`src/rtl/player_ctrl.sv`:
```
// Frame-rate player controller: cannon movement with clamping, edge-triggered
// fire over a req/ack handshake with cooldown, and the life/death state machine.
module player_ctrl #(
    parameter int          X_MIN         = 20,
    parameter int          X_MAX         = 600,
    parameter int          X_CENTER      = 320,
    parameter int          STEP          = 2,
    parameter int          GUN_OFFSET    = 13,
    parameter int          COOLDOWN      = 30,
    parameter int          DEATH_FRAMES  = 60,
    parameter int          INVULN_FRAMES = 120,
    parameter int          LIVES         = 3,
    parameter int          LIVES_W       = 2,
    parameter int          BLINK_BIT     = 3,
    parameter logic [7:0]  KEY_LEFT      = 8'h04,
    parameter logic [7:0]  KEY_RIGHT     = 8'h07,
    parameter logic [7:0]  KEY_FIRE      = 8'h2C
) (
    input  logic               frame_clk,
    input  logic               Reset,
    input  logic [7:0]         keycode,
    input  logic               hit,
    input  logic               shot_ack,
    output logic [9:0]         player_X,
    output logic               shot_req,
    output logic [9:0]         shot_X,
    output logic [LIVES_W-1:0] lives,
    output logic [1:0]         player_state,
    output logic               visible,
    output logic               game_over
);

    typedef enum logic [1:0] {
        ST_ALIVE     = 2'd0,
        ST_DYING     = 2'd1,
        ST_RESPAWN   = 2'd2,
        ST_GAME_OVER = 2'd3
    } state_e;

    localparam logic [9:0]         X_CENTER_V  = 10'(X_CENTER);
    localparam logic [9:0]         X_MIN_V     = 10'(X_MIN);
    localparam logic [9:0]         X_MAX_V     = 10'(X_MAX);
    localparam logic signed [10:0] X_MIN_S     = 11'(X_MIN);
    localparam logic [10:0]        X_MAX_U     = 11'(X_MAX);
    localparam logic signed [10:0] STEP_S      = 11'(STEP);
    localparam logic [10:0]        STEP_U      = 11'(STEP);
    localparam logic [9:0]         GUN_V       = 10'(GUN_OFFSET);
    localparam logic [7:0]         COOL_V      = 8'(COOLDOWN);
    localparam logic [7:0]         DEATH_INIT  = 8'(DEATH_FRAMES - 1);
    localparam logic [7:0]         INVULN_INIT = 8'(INVULN_FRAMES - 1);
    localparam logic [LIVES_W-1:0] LIVES_INIT  = LIVES_W'(LIVES);
    localparam logic [LIVES_W-1:0] LIVES_ONE   = LIVES_W'(1);

    state_e               state_q, state_d;
    logic [9:0]           x_q, x_d;
    logic                 req_q, req_d;
    logic [9:0]           shot_x_q, shot_x_d;
    logic [LIVES_W-1:0]   lives_q, lives_d;
    logic [7:0]           cnt_q, cnt_d;
    logic [7:0]           cool_q, cool_d;
    logic [7:0]           prev_key_q;
    logic                 visible_q, visible_d;
    logic                 game_over_q, game_over_d;

    logic                 active;
    logic                 fire_edge;
    logic signed [10:0]   x_left;
    logic [10:0]          x_right;

    always_ff @(posedge frame_clk) begin
        if (Reset) begin
            state_q     <= ST_ALIVE;
            x_q         <= X_CENTER_V;
            req_q       <= 1'b0;
            shot_x_q    <= 10'd0;
            lives_q     <= LIVES_INIT;
            cnt_q       <= 8'd0;
            cool_q      <= 8'd0;
            prev_key_q  <= 8'd0;
            visible_q   <= 1'b1;
            game_over_q <= 1'b0;
        end else begin
            state_q     <= state_d;
            x_q         <= x_d;
            req_q       <= req_d;
            shot_x_q    <= shot_x_d;
            lives_q     <= lives_d;
            cnt_q       <= cnt_d;
            cool_q      <= cool_d;
            prev_key_q  <= keycode;
            visible_q   <= visible_d;
            game_over_q <= game_over_d;
        end
    end

    // Shot handshake: shot_req rises on an accepted fire edge and stays high,
    // with shot_X stable, until an edge where shot_req and shot_ack are both 1.
    always_comb begin
        state_d     = state_q;
        x_d         = x_q;
        req_d       = req_q;
        shot_x_d    = shot_x_q;
        lives_d     = lives_q;
        cnt_d       = cnt_q;
        cool_d      = (cool_q != 8'd0) ? cool_q - 8'd1 : cool_q;
        visible_d   = 1'b1;
        game_over_d = 1'b0;

        active    = (state_q == ST_ALIVE) || (state_q == ST_RESPAWN);
        fire_edge = (keycode == KEY_FIRE) && (prev_key_q != KEY_FIRE);
        x_left    = $signed({1'b0, x_q}) - STEP_S;
        x_right   = {1'b0, x_q} + STEP_U;

        // Signed 11-bit arithmetic keeps a left step below zero from wrapping.
        if (active) begin
            if (keycode == KEY_LEFT) begin
                x_d = (x_left < X_MIN_S) ? X_MIN_V : x_left[9:0];
            end else if (keycode == KEY_RIGHT) begin
                x_d = (x_right > X_MAX_U) ? X_MAX_V : x_right[9:0];
            end
        end

        if (req_q && shot_ack) begin
            req_d  = 1'b0;
            cool_d = COOL_V;
        end else if (!req_q && fire_edge && active && (cool_q == 8'd0)) begin
            req_d    = 1'b1;
            shot_x_d = x_q + GUN_V;
        end

        case (state_q)
            ST_ALIVE: begin
                if (hit) begin
                    state_d = ST_DYING;
                    lives_d = lives_q - LIVES_ONE;
                    cnt_d   = DEATH_INIT;
                end
            end
            ST_DYING: begin
                if (cnt_q == 8'd0) begin
                    if (lives_q == '0) begin
                        state_d = ST_GAME_OVER;
                    end else begin
                        state_d = ST_RESPAWN;
                        x_d     = X_CENTER_V;
                        cnt_d   = INVULN_INIT;
                    end
                end else begin
                    cnt_d = cnt_q - 8'd1;
                end
            end
            ST_RESPAWN: begin
                if (cnt_q == 8'd0) begin
                    state_d = ST_ALIVE;
                end else begin
                    cnt_d = cnt_q - 8'd1;
                end
            end
            default: state_d = ST_GAME_OVER;
        endcase

        // Visibility follows the state and counter being entered so it stays registered.
        case (state_d)
            ST_RESPAWN:   visible_d = ~cnt_d[BLINK_BIT];
            ST_GAME_OVER: visible_d = 1'b0;
            default:      visible_d = 1'b1;
        endcase
        game_over_d = (state_d == ST_GAME_OVER);
    end

    assign player_X     = x_q;
    assign shot_req     = req_q;
    assign shot_X       = shot_x_q;
    assign lives        = lives_q;
    assign player_state = state_q;
    assign visible      = visible_q;
    assign game_over    = game_over_q;

endmodule

```
`config.mk`:
```
export PLATFORM = sky130hd
export DESIGN_NAME = player_ctrl
export DESIGN_NICKNAME = d
export VERILOG_FILES = /design/src/rtl/player_ctrl.sv
export SDC_FILE = /design/constraint.sdc
export NUM_CORES = 1
export LEC_CHECK = 0
export CAP_MARGIN = 20
export CORE_ASPECT_RATIO = 1.75
export CORE_UTILIZATION = 51
export CTS_CLUSTER_SIZE = 20
export DETAILED_ROUTE_END_ITERATION = 16
export PLACE_DENSITY = 0.77
export SLEW_MARGIN = 5
export SYNTH_ARGS = -nofsm -noshare
export SYNTH_HDL_FRONTEND = slang
export SYNTH_SLANG_ARGS = --single-unit
```
`constraint.sdc`:
```
create_clock -name frame_clk -period 2.4 [get_ports frame_clk]
set_input_delay 0.24 -clock frame_clk [delete_from_list [all_inputs] [get_ports frame_clk]]
set_output_delay 0.24 -clock frame_clk [all_outputs]
set_load 0.005 [all_outputs]
```
==> reports/results.tsv <==
metric	value	unit
setup bufs post-CTS	0	
vias per cell	6.14	
most common cell after layout, fill and taps aside	nor2_1	
Wirelength per Cell	17.3	µm
Peak supply drop	0.000301	V
dominant cells by area after synthesis	dfxtp_1, nor2_1, a21oi_1	
CORE AREA	0.00623	mm²
fraction of registers with async set or reset after synthesis	0	
crit end category	flop	
min-delay src	cnt_q[0]	
sequential share of the synthesized area	0.307	
Num CTS Buffers	5	
worst-case reg-to-reg path depth	10	
CTS tree	built	
dpl hpwl	7340	µm
DR DRC count	0	
Die X	63.1	µm
crit path DAT	2590	ps
Cell Rows	38	
worst-skew pair later-pin latency	330	ps
H-tree Lvls	2	
instance count of the mapped netlist	422	
IO buf count	38	
antenna fix cells	0	
Finished Core Util	0.681	
Reg clk slew, reported paths	100	ps
maximum clock frequency	0.431	GHz
Starting Density	0.535	
worst slew pin tran	622	ps
placed insts	569	
Synth Warn #	0	
Die Ht	109	µm
hold path endpoint	cnt_q[0]	
CP startpoint kind	flop	
antenna viol nets, final	0	
die area	0.00687	mm²
maxcap violations	0	
status	completed	
most frequent cells in the layout	nor2_1, buf_4, dfxtp_1	
layout cells sized above 1	0.203	
Total GRT Usage	0.300	
setup violators final	0	
Fin. Hold Viols	0	
critical path startpoint	player_X[2]	
Reg-to-Reg End	player_X[4]	
post-synth top area share	0.307	
P&R area growth vs syn	27.4	%
Root Buffer	clkbuf_8	
Pwr per Cell Area	557	mW/mm²
GR Util met1	0.299	
Mapped Nets	442	
final slew viol count	0	
Non-Filler Instances	577	
Tcrit/Tclk final	0.966	
Vias	3545	
skew final	10.6	ps
initial antenna violation count	0	
post-synth top area cell	dfxtp_1	
most crowded layer after global routing	met2	
Netlist cell types	79	
Rel. slew slack	0.581	
global-route wire length before repair	16000	µm
First-pass DRT Iterations	6	
io pins	39	
Clock Path Buffers	2	
Syn Std Cell Area	0.00333	mm²
Synth Area per Inst	7.89	µm²
Yosys reg bits	51	
Overflow after GRT	0	
RePlAce Congestion	1.06	
r2r startpoint	player_X[2]	
vias in the first global route	3403	
Routed WL	10000	µm
Pleak	0.00167	µW
maximum fanout along the worst path	3	
met2 usage in global routing	0.547	
# clock sinks	51	
largest net degree at the start of global routing	38	
FF-to-FF setup slack	80	ps
met3 capacity usage during global routing	0.0502	
Net count, final	516	
Hold Crit Depth	1	
HP Class	reg2reg	
DRT iter0 DRCs	298	
CP required	2670	ps
Setup CP Type	reg2reg	
min Tclk post-route	2320	ps
Post-synth top flop	dfxtp_1	
Post-synth EDFFs	0	
## cell families after synthesis
| logic type | synth area share |
|---|---|
| flip-flops | 0.307 |
| AND/OR/NAND/NOR | 0.298 |
| AO/OA/AOI/OAI | 0.232 |
| XOR/XNOR | 0.0421 |
| adder cells (fa/ha/maj) | 0.0301 |
| buffers and inverters | 0.0729 |
| multiplexers | 0.0188 |
## cell type report
cell class                 instances  area (µm²)
clock buffer                       5        68.8
clock inverter                     3        46.3
fill                             541        1990
inverter                          15        56.3
multi-input combinational        329        2150
sequential                        51        1020
tap                               80         100
timing repair buffer              94         801
## worst max-delay path by stage
stage | to | slack [ps] | depth (start not counted)
final | player_X[4] | 80 | 10
after global routing | player_X[3] | -20 | 9
after CTS | player_X[4] | 30 | 8
after detailed placement | player_X[4] | -20 | 7
after global placement | player_X[3] | 20 | 7
after floorplan | player_X[0] | 40 | 9
## cell usage after synthesis (all sizes together), types with 5 or more instances
library cell / n
nor3: 23
and3: 6
ha: 8
nand2: 29
buf: 9
a21oi: 37
xnor2: 11
dfxtp: 51
a31oi: 5
or3: 7
o21ai: 18
nor2: 60
clkbuf: 18
o211ai: 5
inv: 15
nand3: 11
xor2: 5
nand4: 8
nor2b: 8
## sequential cells by signal (all words and copies together) (netlist names), 2 cells and up
name / cells
player_X: 10
shot_X: 10
cnt_q: 8
cool_q: 8
prev_key_q: 8
lives: 2
player_state: 2
## through the flow
| stage | power (µW) | worst slack (ps) | TNS [ps] | area [µm²] | hold WS, ps |
|---|---|---|---|---|---|
| global route | 2480 | -19.0 | -19.0 | 4240 | 529 |
| global placement | 1700 | 15.7 | 0 | 4040 | 466 |
| floorplan | 1520 | 44.8 | 0 | 3330 | 368 |
| finish | 2360 | 80.5 | 0 | 4240 | 495 |
| CTS | 2360 | 33.1 | 0 | 4160 | 495 |
| detailed placement | 1730 | -15.9 | -40.4 | 4040 | 475 |
## timing repair
action	CTS	global route
hold buffers	0	0
pin swaps	0	2
hold endpoints to repair	0	0
gates resized for setup	2	15
setup endpoints to repair	2	7
cloned	0	0
## worst max-delay path, cell delays in order, from the launching register on
cell,delay [ps]
dfxtp_2,370
inv_1,70
ha_1,290
or2b_2,290
a21oi_1,140
buf_4,150
o211ai_2,120
buf_4,160
o211a_4,230
o31ai_1,260
a2bb2o_1,180
## power breakdown
| group | switching (µW) | leakage (µW) | total [µW] | internal, µW |
|---|---|---|---|---|
| Clock | 330 | 0.0000548 | 645 | 315 |
| Sequential | 86.3 | 0.000419 | 1030 | 941 |
| Combinational | 366 | 0.00120 | 689 | 322 |
| Total | 783 | 0.00167 | 2360 | 1580 |
## metal layers
layer  share of wire  routed length [µm]
met5               0                   0
met4           0.064                 640
met3           0.049                 489
met2            0.52                5220
met1            0.37                3660
(Power assumes the default switching activity.)
